File: src/rtl/turf_udp_hsk_route.sv
// NCHAN-channel UDP housekeeping reply router: learns per-channel return addresses from snooped
// inbound headers and round-robin muxes outbound streams. Option: TURF_UDP_HSK_DROP_UNLEARNED_EN.
module turf_udp_hsk_route #(
    parameter int unsigned NCHAN        = 2,
    parameter logic [15:0] BASE_PORT    = 16'h5368,
    parameter logic [31:0] DEFAULT_IP   = 32'hC0A80101,
    parameter logic [15:0] DEFAULT_PORT = 16'h5368
) (
    input  logic                aclk,
    input  logic                areset,
    input  logic [63:0]         mon_udphdr_tdata,
    input  logic                mon_udphdr_tvalid,
    input  logic                mon_udphdr_tready,
    input  logic [64*NCHAN-1:0] s_tx_tdata,
    input  logic [8*NCHAN-1:0]  s_tx_tkeep,
    input  logic [NCHAN-1:0]    s_tx_tlast,
    input  logic [NCHAN-1:0]    s_tx_tvalid,
    output logic [NCHAN-1:0]    s_tx_tready,
    output logic [63:0]         m_udphdr_tdata,
    output logic                m_udphdr_tvalid,
    input  logic                m_udphdr_tready,
    output logic [63:0]         m_udpdata_tdata,
    output logic [7:0]          m_udpdata_tkeep,
    output logic                m_udpdata_tlast,
    output logic                m_udpdata_tvalid,
    input  logic                m_udpdata_tready,
    output logic [NCHAN-1:0]    learned_o,
    output logic [15:0]         drop_count_o
);

    localparam int unsigned GW = (NCHAN > 1) ? $clog2(NCHAN) : 1;

`ifdef TURF_UDP_HSK_DROP_UNLEARNED_EN
    typedef enum logic [1:0] {StIdle, StHdr, StData, StDrop} state_e;
`else
    typedef enum logic [1:0] {StIdle, StHdr, StData} state_e;
`endif

    state_e          r_state;
    logic [GW-1:0]   r_grant;
    logic [GW-1:0]   r_rr;
    logic [63:0]     r_hdr;
    logic            r_hdr_vld;
    logic [47:0]     r_tbl [NCHAN];
    logic [NCHAN-1:0] r_learned;

    logic [15:0]     w_idx;
    logic            w_learn;
    logic [GW-1:0]   w_grant;
    logic [GW-1:0]   w_rr_next;
    logic            w_sel_valid;
    logic            w_sel_last;

    // Out-of-range destination ports wrap to large values and fall outside the table.
    assign w_idx   = mon_udphdr_tdata[15:0] - BASE_PORT;
    assign w_learn = mon_udphdr_tvalid && mon_udphdr_tready && (w_idx < 16'(NCHAN));

    always_ff @(posedge aclk) begin
        if (areset) begin
            for (int i = 0; i < int'(NCHAN); i++) r_tbl[i] <= {DEFAULT_IP, DEFAULT_PORT};
            r_learned <= '0;
        end else if (w_learn) begin
            r_tbl[w_idx[GW-1:0]]     <= mon_udphdr_tdata[63:16];
            r_learned[w_idx[GW-1:0]] <= 1'b1;
        end
    end

    // First valid channel at or after r_rr; the descending scan lets the nearest one win.
    always_comb begin
        int unsigned j;
        j       = 0;
        w_grant = '0;
        for (int k = int'(NCHAN) - 1; k >= 0; k--) begin
            j = r_rr + k;
            if (j >= NCHAN) j = j - NCHAN;
            if (s_tx_tvalid[j]) w_grant = GW'(j);
        end
    end

    assign w_rr_next   = (w_grant == GW'(NCHAN - 1)) ? '0 : w_grant + GW'(1);
    assign w_sel_valid = s_tx_tvalid[r_grant];
    assign w_sel_last  = s_tx_tlast[r_grant];

`ifdef TURF_UDP_HSK_DROP_UNLEARNED_EN
    logic [15:0] r_drop_cnt;
    assign drop_count_o = r_drop_cnt;
`else
    assign drop_count_o = '0;
`endif

    always_ff @(posedge aclk) begin
        if (areset) begin
            r_state   <= StIdle;
            r_grant   <= '0;
            r_rr      <= '0;
            r_hdr     <= '0;
            r_hdr_vld <= 1'b0;
`ifdef TURF_UDP_HSK_DROP_UNLEARNED_EN
            r_drop_cnt <= '0;
`endif
        end else begin
            case (r_state)
                StIdle: begin
                    if (|s_tx_tvalid) begin
                        r_grant <= w_grant;
                        r_hdr   <= {r_tbl[w_grant], BASE_PORT + 16'(w_grant)};
                        r_rr    <= w_rr_next;
`ifdef TURF_UDP_HSK_DROP_UNLEARNED_EN
                        r_hdr_vld <= r_learned[w_grant];
                        r_state   <= r_learned[w_grant] ? StHdr : StDrop;
`else
                        r_hdr_vld <= 1'b1;
                        r_state   <= StHdr;
`endif
                    end
                end
                StHdr: begin
                    if (m_udphdr_tready) begin
                        r_hdr_vld <= 1'b0;
                        r_state   <= StData;
                    end
                end
                StData: begin
                    if (w_sel_valid && m_udpdata_tready && w_sel_last) r_state <= StIdle;
                end
`ifdef TURF_UDP_HSK_DROP_UNLEARNED_EN
                StDrop: begin
                    if (w_sel_valid && w_sel_last) begin
                        if (r_drop_cnt != 16'hFFFF) r_drop_cnt <= r_drop_cnt + 16'd1;
                        r_state <= StIdle;
                    end
                end
`endif
                default: r_state <= StIdle;
            endcase
        end
    end

    assign m_udphdr_tdata  = r_hdr;
    assign m_udphdr_tvalid = r_hdr_vld;
    assign m_udpdata_tdata = s_tx_tdata[r_grant*64 +: 64];
    assign m_udpdata_tkeep = s_tx_tkeep[r_grant*8 +: 8];
    assign m_udpdata_tlast = w_sel_last;
    assign learned_o       = r_learned;

    always_comb begin
        s_tx_tready      = '0;
        m_udpdata_tvalid = 1'b0;
        case (r_state)
            StData: begin
                s_tx_tready[r_grant] = m_udpdata_tready;
                m_udpdata_tvalid     = w_sel_valid;
            end
`ifdef TURF_UDP_HSK_DROP_UNLEARNED_EN
            StDrop: s_tx_tready[r_grant] = 1'b1;
`endif
            default: ;
        endcase
    end

endmodule

File: config.mk
export PLATFORM = sky130hd
export DESIGN_NAME = turf_udp_hsk_route
export DESIGN_NICKNAME = d
export VERILOG_FILES = /design/src/rtl/turf_udp_hsk_route.sv
export SDC_FILE = /design/constraint.sdc
export NUM_CORES = 1
export LEC_CHECK = 0
export ABC_AREA = 1
export CORE_AREA = 2 2 146 148
export DETAILED_ROUTE_END_ITERATION = 12
export DIE_AREA = 0 0 148 150
export PLACE_DENSITY = 0.85
export SLEW_MARGIN = 20
export SYNTH_ARGS = -nofsm -noshare
export SYNTH_HDL_FRONTEND = slang
export SYNTH_SLANG_ARGS = --single-unit
export TNS_END_PERCENT = 30
File: constraint.sdc
create_clock -name aclk -period 3.5 [get_ports aclk]
set_input_delay 0.525 -clock aclk [delete_from_list [all_inputs] [get_ports aclk]]
set_output_delay 0.525 -clock aclk [all_outputs]
set_load 0.05 [all_outputs]
==> out/metrics.cfg <==
[outcome]
outcome=finished clean

[pwr]
p_sw_w=0.00198
internal_power_w=0.00355
p_per_area_mw_per_mm2=458
p_leak_nw=5.56
seqPwrFrac=0.376
ir_drop_uv=363
clockPowerShare=0.306
combinationalPowerShare=0.318
netSwitchingFraction=0.358

[grt]
grt.met2_usage=0.492
busiest_layer=met2
grt_pass1_wl_um=46900
grt_util_all_layers=0.289
grt_util_met3=0.102
grtUsageMet1=0.342
grt_max_degree=77
grt_overflow=0
grt_pass1_vias=7816
antenna_found_initial=7

[placed_design]
io_buffers=352
dp_hpwl_um=25600
dp_slack_ns=0.512
gp_congestion=0.926

[sta]
fin_crit_sh=0.840
worst_slack_ns=0.559
finalHoldViolCount=0
max_slew_margin=0.351
fin_tns_setup_ns=0
fin_skew_ns=0.0111
fin_crit_ns=2.94
rsz0062_at_grt=no
drv_slew=0
max_freq_ghz=0.340
worst_pin_slew_ns=0.974
finalSetupViolCount=0

[setup_path]
required_ns=2.97
slowest_stage=clkdlybuf4s50_1
arrival_ns=2.42
max_stage_delay_ns=0.92
r2r_slack_ns=1.43
path_cells=inv_2, buf_4, nand2_1, nand2_1, clkdlybuf4s50_1
crit_family=buffers and inverters
startpoint_type=flip-flop
critical_path.endpoint_type=output port
worst-path-max-fanout=43
cp.buffers_inverters=3
critPathKind=reg -> out
path_common_cell=nand2_1

[clocking]
numCtsBuffers=17
clock-sinks=152
holdBufCountCts=0
clock_latency_ns=0.42
clock-root-buffer=clkbuf_16
post_cts_buffers=0
cts_tree=built
clk_pin_slew_ns=0.06
clockBufferDepth=2
htreeDepth=4
cts_resized=0

[detailed_routing]
vias=8010
ant_nets=0
viasPerCell=4.87
first_pass_iters=6
drt-initial-drc-count=785
drcViolationCount=0
drt-wirelength-per-cell_um=19.8
wl_um=32600

[synth]
synth_top_area_cell=edfxtp_1
ys_async_sr_fraction=0
synth_area_per_cell_um2=7.74
yosysSeqAreaShare=0.501
yosysUniqueCellTypes=33
synth_top_cells_by_area=edfxtp_1, nand2_1, dfxtp_1
synth_edf_count=96
synth_top_area_frac=0.361
ys_seq_elements=152
synthCells=1033
synthFlopType=edfxtp_1
syn_area_mm2=0.00799
yosysWarningCount=0

[floorplan]
io_pins=377
dieArea_mm2=0.0222
fp.coreArea_mm2=0.0207
die_w_um=148
die-height_um=150
rows=53
initial_core_util=0.386

[layout]
drive_above_1_share=0.0636
fin_nets=1573
area_growth_pct=51.1

[worst_hold_path]
hold_class=reg -> reg

[job]
cap_violations=0

worst paths after layout:
| path | startpoint | end | cells past startpoint |
|---|---|---|---|
| hold / removal | m_udphdr_tvalid | m_udphdr_tvalid | 2 |
| setup / recovery | m_udphdr_tdata[0] | m_udpdata_tlast | 5 |
| hold reg to reg | m_udphdr_tvalid | m_udphdr_tvalid | 2 |
| setup reg to reg | r_state[1] | m_udphdr_tdata[40] | 7 |
cells in the mapped netlist, types with 2 or more instances:
library cell    n
a21oi_1         6
buf_1           9
buf_2           4
buf_4          33
buf_6           8
clkbuf_1       33
dfxtp_1        56
edfxtp_1       96
inv_1         168
inv_2           2
nand2_1       374
nand3_1        60
nand3_2         2
nand4_1        26
nand4_2         4
nand4_4         2
nor2_1         82
nor2_4          2
nor3_1          3
o211ai_1       48
o21ai_0         2
o21bai_1        2
power groups by stage:
stage | Sequential (W) | Combinational (W) | Clock (W)
5_1_grt | 0.00209 | 0.00186 | 0.00179
2_1_floorplan | 0.00230 | 0.000836 | 0
3_3_place_gp | 0.00211 | 0.00174 | 0
6_report | 0.00208 | 0.00176 | 0.00169
3_5_place_dp | 0.00211 | 0.00176 | 0
4_1_cts | 0.00208 | 0.00176 | 0.00170
per-stage QoR:
stage,instances,hold slack [ns],power [W],util,instance area (um^2)
floorplan,1056,0.442,0.00314,-,8080
global placement,1610,0.453,0.00384,0.557,11500
detailed placement,1610,0.481,0.00387,0.557,11500
CTS,1642,0.489,0.00554,0.583,12100
global route,1643,0.508,0.00573,0.584,12100
finish,1645,0.492,0.00553,0.584,12100
worst register-to-register path, delay by kind of cell (launching register included):
kind	cells	cell delay, ns
buf+inv	2	0.81
flops	1	0.33
simple gates	3	0.53
compound gates	2	0.34
logic make-up (layout without fill, tap and decap cells):
family	count (synthesis)	in the layout	share of synthesized area
AOI/OAI and AO/OA	60	60	0.0537
buffers and inverters	260	571	0.149
and+or+nand+nor	559	559	0.294
DFF	152	152	0.501
other	1	27	0.000469
adders and majority gates	1	1	0.00156
cell usage in the layout (no fill, tap or decap), types with 3 or more instances in the layout:
cell type / instances
nand2_1: 372
clkdlybuf4s50_1: 334
inv_1: 167
edfxtp_1: 96
nor2_1: 82
nand3_1: 60
dfxtp_1: 55
o211ai_1: 48
buf_4: 32
nand4_1: 26
conb_1: 24
clkbuf_16: 17
a21oi_1: 6
nand4_2: 4
clkinv_4: 4
diode_2: 3
inv_2: 3
nor3_1: 3
nand2_2: 3
clkinv_2: 3
inv_8: 3
clkinvlp_4: 3
state kept, by name, summed over array words and instances (netlist names):
| name | cells |
|---|---|
| m_udphdr_tvalid | 1 |
| m_udphdr_tdata | 50 |
| r_rr | 1 |
| r_state | 2 |
| r_tbl | 96 |
| learned_o | 2 |
per-layer routing:
| metal | wire, um | vias to the layer above |
|---|---|---|
| li1 | - | 3825 |
| met1 | 12200 | 3685 |
| met2 | 15600 | 434 |
| met3 | 3660 | 58 |
| met4 | 1040 | 8 |
| met5 | 57 | - |
final cells by class:
cell class | instances | area, um^2
Tap cell | 275 | 344
Clock buffer | 18 | 429
Clock inverter | 14 | 119
Inverter | 171 | 643
Sequential cell | 152 | 4010
Timing Repair Buffer | 368 | 3620
Fill cell | 1757 | 8610
Antenna cell | 3 | 7.51
Multi-Input combinational cell | 644 | 2910
No activity file was read; power rests on OpenSTA's default activity.
